[src/rtl/param_fifo.sv]
// param_fifo: single-clock synchronous FIFO with registered read data,
// occupancy count, threshold flags and overflow/underflow reporting.
// Optional build macro: PARAM_FIFO_STICKY_ERR_EN makes overflow/underflow
// sticky until reset; without it they are one-cycle pulses.
//
// Request semantics: push and pop are requests with no ready signal.
// A pop is accepted when the FIFO is not empty. A push is accepted when
// the FIFO is not full, or when a pop is accepted in the same cycle.
// A request that is not accepted has no effect on storage, pointers or
// data_out, and is reported one cycle later on overflow/underflow.
// Read data appears on data_out with en=1 one cycle after an accepted pop.
module param_fifo #(
  parameter int DATA_W    = 8,
  parameter int DEPTH     = 16,
  parameter int AFULL_TH  = DEPTH - 2,
  parameter int AEMPTY_TH = 2
) (
  input  logic                     clk,
  input  logic                     reset,
  input  logic [DATA_W-1:0]        data_in,
  input  logic                     push,
  input  logic                     pop,
  output logic [DATA_W-1:0]        data_out,
  output logic                     en,
  output logic                     fifo_full,
  output logic                     fifo_empty,
  output logic                     almost_full,
  output logic                     almost_empty,
  output logic [$clog2(DEPTH):0]   count,
  output logic                     overflow,
  output logic                     underflow
);

  localparam int AW = $clog2(DEPTH);
  localparam int CW = AW + 1;

  localparam logic [CW-1:0] DEPTH_C     = CW'(DEPTH);
  localparam logic [CW-1:0] AFULL_TH_C  = CW'(AFULL_TH);
  localparam logic [CW-1:0] AEMPTY_TH_C = CW'(AEMPTY_TH);

  logic [DATA_W-1:0] mem [DEPTH];
  logic [AW-1:0]     wr_ptr;
  logic [AW-1:0]     rd_ptr;
  logic [CW-1:0]     count_next;
  logic              pop_ok;
  logic              push_ok;
  logic              push_rej;
  logic              pop_rej;

  // Acceptance decisions and next occupancy.
  always_comb begin
    pop_ok     = 1'b0;
    push_ok    = 1'b0;
    push_rej   = 1'b0;
    pop_rej    = 1'b0;
    count_next = count;
    pop_ok     = pop && !fifo_empty;
    push_ok    = push && (!fifo_full || pop_ok);
    push_rej   = push && !push_ok;
    pop_rej    = pop && !pop_ok;
    if (push_ok && !pop_ok) begin
      count_next = count + CW'(1);
    end else if (pop_ok && !push_ok) begin
      count_next = count - CW'(1);
    end
  end

  // Storage write; contents are not reset. When full with push+pop the
  // write pointer equals the read pointer, so the new word lands in the
  // slot being read this cycle (the read below still sees the old word).
  always_ff @(posedge clk) begin
    if (push_ok) begin
      mem[wr_ptr] <= data_in;
    end
  end

  // Pointers, count, registered flags and registered read data.
  always_ff @(posedge clk or negedge reset) begin
    if (!reset) begin
      wr_ptr       <= '0;
      rd_ptr       <= '0;
      count        <= '0;
      data_out     <= '0;
      en           <= 1'b0;
      fifo_full    <= 1'b0;
      fifo_empty   <= 1'b1;
      almost_full  <= 1'b0;
      almost_empty <= 1'b0;
    end else begin
      count        <= count_next;
      fifo_full    <= (count_next == DEPTH_C);
      fifo_empty   <= (count_next == '0);
      almost_full  <= (count_next >= AFULL_TH_C);
      almost_empty <= (count_next <= AEMPTY_TH_C);
      en           <= pop_ok;
      if (push_ok) begin
        wr_ptr <= wr_ptr + AW'(1);
      end
      if (pop_ok) begin
        data_out <= mem[rd_ptr];
        rd_ptr   <= rd_ptr + AW'(1);
      end
    end
  end

  // Rejected-request reporting.
  always_ff @(posedge clk or negedge reset) begin
    if (!reset) begin
      overflow  <= 1'b0;
      underflow <= 1'b0;
    end else begin
`ifdef PARAM_FIFO_STICKY_ERR_EN
      overflow  <= overflow  | push_rej;
      underflow <= underflow | pop_rej;
`else
      overflow  <= push_rej;
      underflow <= pop_rej;
`endif
    end
  end

endmodule
[config.mk]
export PLATFORM = sky130hd
export DESIGN_NAME = param_fifo
export DESIGN_NICKNAME = d
export VERILOG_FILES = /design/src/rtl/param_fifo.sv
export SDC_FILE = /design/constraint.sdc
export NUM_CORES = 1
export LEC_CHECK = 0
export ABC_AREA = 1
export CAP_MARGIN = 20
export CORE_UTILIZATION = 46
export CTS_CLUSTER_DIAMETER = 200
export DETAILED_ROUTE_END_ITERATION = 10
export PLACE_DENSITY = 0.78
export SLEW_MARGIN = 25
export SYNTH_ARGS = -nofsm -noshare
export SYNTH_HDL_FRONTEND = slang
export SYNTH_SLANG_ARGS = --single-unit
export TNS_END_PERCENT = 20
[constraint.sdc]
create_clock -name clk -period 1.5 [get_ports clk]
set_input_delay 0.375 -clock clk [delete_from_list [all_inputs] [get_ports clk]]
set_output_delay 0.375 -clock clk [all_outputs]
set_load 0.1 [all_outputs]
==> results of run 1 <==
==> where the power goes <==
group,switching (mW),internal (mW),leakage [nW]
sequential,0.587,5.38,1.49
clock,1.75,3.01,0.314
combinational,5.54,2.81,1.83
==> placed cells by master, fill, tap and decap left out, drive strengths merged <==
cell type and n:
xnor2 1, dfrtp 27, bufinv 5, o211ai 16, clkdlybuf4s50 11, a21oi 9, nor3 18, dfstp 1
nand4 2, xor2 8, nor2 33, o21ai 10, inv 73, or2 8, nand2 216, edfxtp 128
clkinv 5, clkbuf 19, ha 7, clkinvlp 2, buf 67, nand3 54
==> logic make-up after synthesis <==
| kind of cell | after synthesis | share of synthesized area (%) |
|---|---|---|
| simple gates | 331 | 20.61 |
| flops | 156 | 66.56 |
| compound gates | 35 | 3.976 |
| xor+xnor | 9 | 1.154 |
| fa+ha+maj | 7 | 1.282 |
| buf+inv | 99 | 6.413 |
==> flip-flops by register name, indices dropped and copies added (netlist names) <==
name          count
en                1
underflow         1
count             5
data_out          8
wr_ptr            4
fifo_empty        1
almost_full       1
fifo_full         1
almost_empty      1
mem             128
rd_ptr            4
overflow          1
==> layout make-up <==
cell class	count	area (µm²)	share of cell area (%)
clock inverter	13	214.0	2.420
multi-input combinational	382	2133	24.13
sequential	156	4558	51.55
timing repair buffer	78	985.9	11.15
clock buffer	19	442.9	5.009
tap	184	230.2	2.604
inverter	72	277.8	3.141
==> per-layer routing <==
layer  up-vias  part of all wire [%]  GRT usage [%]
li1       2235                     -              -
met1      2401                    37          28.51
met2       266                    51          38.85
met3        78                   7.5          4.579
met4         0                   4.6          13.25
met5         -                     0              0
==> final timing paths <==
kind	endpoint	slack [ps]	depth (start not counted)
hold reg to reg	data_out[2]	560	2
min in group clk	data_out[2]	560	2
hold / removal	overflow	280	2
setup reg to reg	fifo_empty	-160	11
setup / recovery	fifo_empty	-230	2
max in group asynchronous	rd_ptr[0]	990	2
==> timing repair <==
item,4_1_cts,5_1_grt
resized for setup,16,32
setup endpoints to repair,145,153
setup buffers,3,4
pin swaps,4,12
cloned,0,0
==> stage by stage <==
stage / utilization (%) / power (mW)
floorplan: - / 10.99
global placement: 54.61 / 13.29
detailed placement: 54.61 / 13.55
CTS: 59.87 / 18.51
global route: 60.84 / 19.76
finish: 60.84 / 19.07
==> worst max-delay path: cells and delay by family (launching register included) <==
kind | cells | cell delay [ps]
flops | 1 | 650
buf+inv | 2 | 270
==> flow_summary.json, run 1 <==
{
  "outcome": "complete, but fails checks",
  "violations": "negative setup slack",
  "pre_cts_slack_ps": -558.1,
  "ys_async_sr_fraction_pct": 17.95,
  "cts_buffer_depth": 2,
  "yosysTopAreaCell": "edfxtp_1",
  "rows": 44,
  "period_share_pct": 115.5,
  "numPortBuffers": 31,
  "drt_iter0_markers": 470,
  "drv_slew": 0,
  "hp-class": "primary input to asynchronous set/reset pin",
  "cts_made_buffers": 17,
  "synth_cells": 637,
  "nets": 726,
  "ctsHoldBuffers": 0,
  "drc": 0,
  "drive_gt1_share_pct": 24.58,
  "die_x_um": 123.8,
  "cts_max_level": 4,
  "via_per_inst": 5.509,
  "cts_root_buffer": "clkbuf_16",
  "regToRegStartpoint": "fifo_empty",
  "max_stage_delay_ps": 650,
  "dr.pass1.iters": 5,
  "slew_headroom_pct": 68.32,
  "grt_usage_pct": 23.37,
  "antenna_found_initial": 0,
  "wirelength_um": 17440,
  "yosysSeqAreaShare_pct": 66.56,
  "core-area_um2": 14530,
  "cp.arrival_ps": 1360,
  "grt_pass1_vias": 4866,
  "crit_chain": "buf_6, buf_12",
  "grt_overflow": 0,
  "ir_drop_uv": 1220,
  "placed_cell_area_um2": 7938,
  "drtAntennaViolNets": 0,
  "setup-tns-final_ps": -13390,
  "num-fill-cells": 1037,
  "cp_max_fo": 2,
  "synth_top_cell_area_share_pct": 56.28,
  "antennaDiodeCount": 0,
  "startpoint_type": "flop",
  "vias": 4980,
  "worst_slew_pin_slew_ps": 474.1,
  "finalSetupViolCount": 143,
  "clk_pin_slew_ps": 60,
  "dieArea_um2": 15340,
  "yosysMostFrequentCell": "nand2_1",
  "stdcell_area_um2": 8842,
  "syn-cell-area_um2": 6829,
  "crit_type": "flop to primary output",
  "ys.flop_type": "edfxtp_1",
  "cp.required_ps": 1120,
  "fin_cells": 904,
  "max_freq_mhz": 577.1,
  "cts.sinks": 156,
  "synthDistinctLibCells": 29,
  "ys_warn_count": 0,
  "fin_skew_ps": 8.337,
  "crit_slowest_cell": "dfstp_4",
  "post-route-min-period_ps": 1733,
  "grt_max_degree": 51,
  "rsz0062_at_grt": "yes",
  "startpoint": "fifo_empty",
  "pin_count": 32,
  "fin_worst_hold_slack_ps": 282.8,
  "hold_violations": 0,
  "placedCellCount": 865,
  "wl_per_cell_um": 19.29,
  "dpl.hpwl_um": 10820,
  "cts_tree": "yes",
  "ys_top_cells_by_count": "nand2_1 (211), edfxtp_1 (128), inv_1 (63)",
  "crit_path_end_kind": "primary output",
  "initial_core_util_pct": 46.99,
  "fin_ws_ps": -232.8,
  "syn_area_per_cell_um2": 10.72,
  "areaGrowthSynthToFinish_pct": 29.48,
  "syn_nets": 656,
  "place_congestion": 0.9464,
  "synth-seq-cells": 156,
  "netlist_top_cells_area": "edfxtp_1 (56%), nand2_1 (12%), dfrtp_1 (9.9%)",
  "grt_pass1_wl_um": 25500,
  "p_leak_nw": 3.634,
  "clk_latency_ps": 430,
  "max_cap_violations": 0,
  "power.density_nw_per_um2": 2157,
  "synth_enable_flop_cells": 128,
  "die_h_um": 123.8
}
(Power assumes the default switching activity.)
==> inputs of run 2 (changes only) <==
--- a/config.mk
+++ b/config.mk
@@ -6,5 +6,4 @@
 export NUM_CORES = 1
 export LEC_CHECK = 0
-export ABC_AREA = 1
 export CAP_MARGIN = 20
 export CORE_UTILIZATION = 46
==> constraint.sdc (replaced) <==
create_clock -name clk -period 1.5 [get_ports clk]
set_input_delay 0.375 -clock clk [delete_from_list [all_inputs] [get_ports clk]]
set_output_delay 0.375 -clock clk [all_outputs]
set_load 0.05 [all_outputs]
==> run 2 against run 1 <==
The run still ends with negative setup slack left; register-to-register slack worse by 250 ps; sequential power is 2% higher; sequential share of layout area barely moved; count of clock-buffer cells in the layout is the same; sequential cell count is the same; first-iteration DRC count fell by 1.5%; via count shrank 16%; combinational power is 2% higher; power is 2.3% lower; global-route usage is 0.20 points higher; non-clock buffer count grew 47; largest cell class unchanged; largest power group unchanged.
==> flow_summary.json, run 2 <==
{
  "outcome": "complete, but fails checks",
  "violations": "negative setup slack",
  "cp.arrival_ps": 2210,
  "grt_pass1_wl_um": 24460,
  "netlist_top_cells_area": "edfxtp_1 (60%), dfrtp_1 (11%), mux2i_1 (10%)",
  "regToRegStartpoint": "rd_ptr[0]",
  "ys_async_sr_fraction_pct": 17.95,
  "fin_skew_ps": 10.23,
  "ir_drop_uv": 1181,
  "dr.pass1.iters": 6,
  "grt_pass1_vias": 4257,
  "core-area_um2": 13350,
  "drive_gt1_share_pct": 38.43,
  "top_regs": "mem: 128 flops, data_out: 8 flops, count: 5 flops",
  "syn_nets": 420,
  "synth_top_cell_area_share_pct": 60.35,
  "mostFrequentLayoutCell": "edfxtp_1",
  "max_freq_mhz": 522.2,
  "synth_enable_flop_cells": 128,
  "fin_ws_ps": -414.9,
  "crit_type": "flop to flop",
  "drt_iter0_markers": 463,
  "antennaDiodeCount": 0,
  "via_per_inst": 5.879,
  "worst_r2r_path_depth": 7,
  "clk_pin_slew_ps": 70,
  "rsz0062_at_grt": "yes",
  "vias": 4186,
  "pin_count": 32,
  "wl_per_cell_um": 23.30,
  "ys.flop_type": "edfxtp_1",
  "crit_chain": "buf_12, buf_4, mux2i_1, o22ai_1, or4_1, o21ai_0, a21oi_1",
  "areaGrowthSynthToFinish_pct": 38.80,
  "post-route-min-period_ps": 1915,
  "die_x_um": 119.7,
  "cp.required_ps": 1790,
  "synthDistinctLibCells": 44,
  "cpLargestDelayFamily": "flip-flops",
  "nets": 542,
  "numPortBuffers": 31,
  "num-fill-cells": 837,
  "initial_core_util_pct": 47.71,
  "cts_made_buffers": 17,
  "wirelength_um": 16590,
  "dpl.hpwl_um": 9678,
  "yosysTopAreaCell": "edfxtp_1",
  "period_share_pct": 127.7,
  "drtAntennaViolNets": 0,
  "layout_common_cells": "edfxtp_1 (128), mux2i_1 (60), buf_4 (53)",
  "grt_max_degree": 29,
  "worst-path-stages": 7,
  "power_frac_seq_pct": 32.6,
  "largest_reg_flops": 128,
  "pre_cts_slack_ps": -737.1,
  "grt_usage_pct": 23.58,
  "max_cap_violations": 0,
  "syn-cell-area_um2": 6369,
  "finalSetupViolCount": 153,
  "rows": 42,
  "cts_buffer_depth": 2,
  "dieArea_um2": 14320,
  "top_register": "mem",
  "worst_slew_pin_slew_ps": 509.3,
  "rr_endpoint": "data_out[5]",
  "swShare_pct": 36.17,
  "cts_root_buffer": "clkbuf_16",
  "hp-class": "primary input to asynchronous set/reset pin",
  "crit_path_end_kind": "flop",
  "p_leak_nw": 3.328,
  "synth_cells": 401,
  "syn_area_per_cell_um2": 15.88,
  "ys_warn_count": 0,
  "ys_top_cells_by_count": "edfxtp_1 (128), mux2i_1 (64), dfrtp_1 (27)",
  "drc": 0,
  "max_stage_delay_ps": 520,
  "r2r_slack_ps": -410,
  "cts_max_level": 4,
  "cts_tree": "yes",
  "startpoint_type": "flop",
  "ctsHoldBuffers": 0,
  "place_congestion": 0.8582,
  "drv_slew": 0,
  "synth-seq-cells": 156,
  "power.density_nw_per_um2": 2109,
  "yosysMostFrequentCell": "edfxtp_1",
  "hold_violations": 0,
  "die_h_um": 119.7,
  "yosysSeqAreaShare_pct": 71.38,
  "antenna_found_initial": 0,
  "setup-tns-final_ps": -42270,
  "power.share.combinational_pct": 45.8,
  "crit_slowest_cell": "dfrtp_4",
  "slew_headroom_pct": 66.05,
  "p_sw_mw": 6.743,
  "p_int_mw": 11.90,
  "cp_num_buf_inv": 2,
  "clk_latency_ps": 430,
  "cp_max_fo": 16,
  "power.share.clock_pct": 21.5,
  "grt_overflow": 0,
  "cts.sinks": 156
}
run 2: cell count changes in the layout (fill, tap and decap cells not counted), sizes merged, moves of 9 or more:
| cell | before | now |
|---|---|---|
| o22ai | 0 | 24 |
| o21ai | 10 | 19 |
| nor2 | 33 | 13 |
| mux2i | 0 | 64 |
| inv | 73 | 8 |
| nand2 | 216 | 12 |
| o211ai | 16 | 0 |
| nand3 | 54 | 2 |
| buf | 67 | 114 |
| and3 | 0 | 9 |
run 2: layer usage:
metal	GRT usage, %	vias to the layer above	routed length [µm]
met5	0	-	0
met4	8.203	0	532
met3	5.181	64	1294
met2	41.94	257	8711
met1	28.09	2064	6053
li1	-	1801	-
run 2: cell families after synthesis:
family | count (synthesis) | share of synthesized area, %
xor gates and xnor gates | 10 | 1.493
adders and majority gates | 7 | 1.375
muxes | 64 | 10.06
buffers and inverters | 28 | 2.888
AOI/OAI and AO/OA | 60 | 5.835
and+or+nand+nor | 76 | 6.974
DFF | 156 | 71.38
run 2: area by class of cell:
cell class	count	area [µm²]	area share [%]
repair buffers	125	1559	17.64
multi-input cells	217	1927	21.80
well taps	176	220.2	2.491
clock buffers	19	432.9	4.897
clock inverters	13	117.6	1.331
inverters	6	27.53	0.3114
flip-flops and latches	156	4556	51.54
run 2: worst register-to-register path, stage by stage (launching register included):
cell and delay, ps:
dfrtp_4 520, buf_12 180, buf_4 140, mux2i_1 160
o22ai_1 140, or4_1 470, o21ai_0 110, a21oi_1 70
run 2: per-stage QoR:
| stage | util [%] | total power, mW | cells | hold WS, ps | area (µm²) |
|---|---|---|---|---|---|
| finish | 66.23 | 18.64 | 712 | 355.1 | 8840 |
| global route | 66.23 | 19.26 | 712 | 373.3 | 8840 |
| CTS | 64.38 | 17.80 | 699 | 350.9 | 8593 |
| detailed placement | 58.69 | 13.24 | 665 | 633.9 | 7834 |
| global placement | 58.69 | 12.94 | 665 | 601.2 | 7834 |
| floorplan | - | 9.794 | 401 | 79.41 | 6437 |
run 2: power groups by stage:
stage               clock [mW]  sequential [mW]  combinational [mW]
global route              4.19             6.15                8.91
detailed placement           0             6.06                7.19
floorplan                    0             6.61                3.19
global placement             0             6.01                6.93
finish                    4.02             6.08                8.54
CTS                       4.02             6.03                7.75
run 2: what timing repair did:
action,in CTS,in global routing
pin swaps,8,9
cloned,1,0
resized for setup,49,39
setup endpoints to repair,152,152
buffers inserted,2,14
run 2: how the worst max path moves through the flow:
stage,startpoint,to,slack [ps]
after detailed placement,pop,mem[6][0],-740
final,rd_ptr[0],data_out[5],-410
after global routing,fifo_empty,almost_empty,-450
after global placement,pop,mem[4][1],-690
after floorplan,fifo_empty,almost_empty,-360
after CTS,fifo_empty,fifo_full,-340
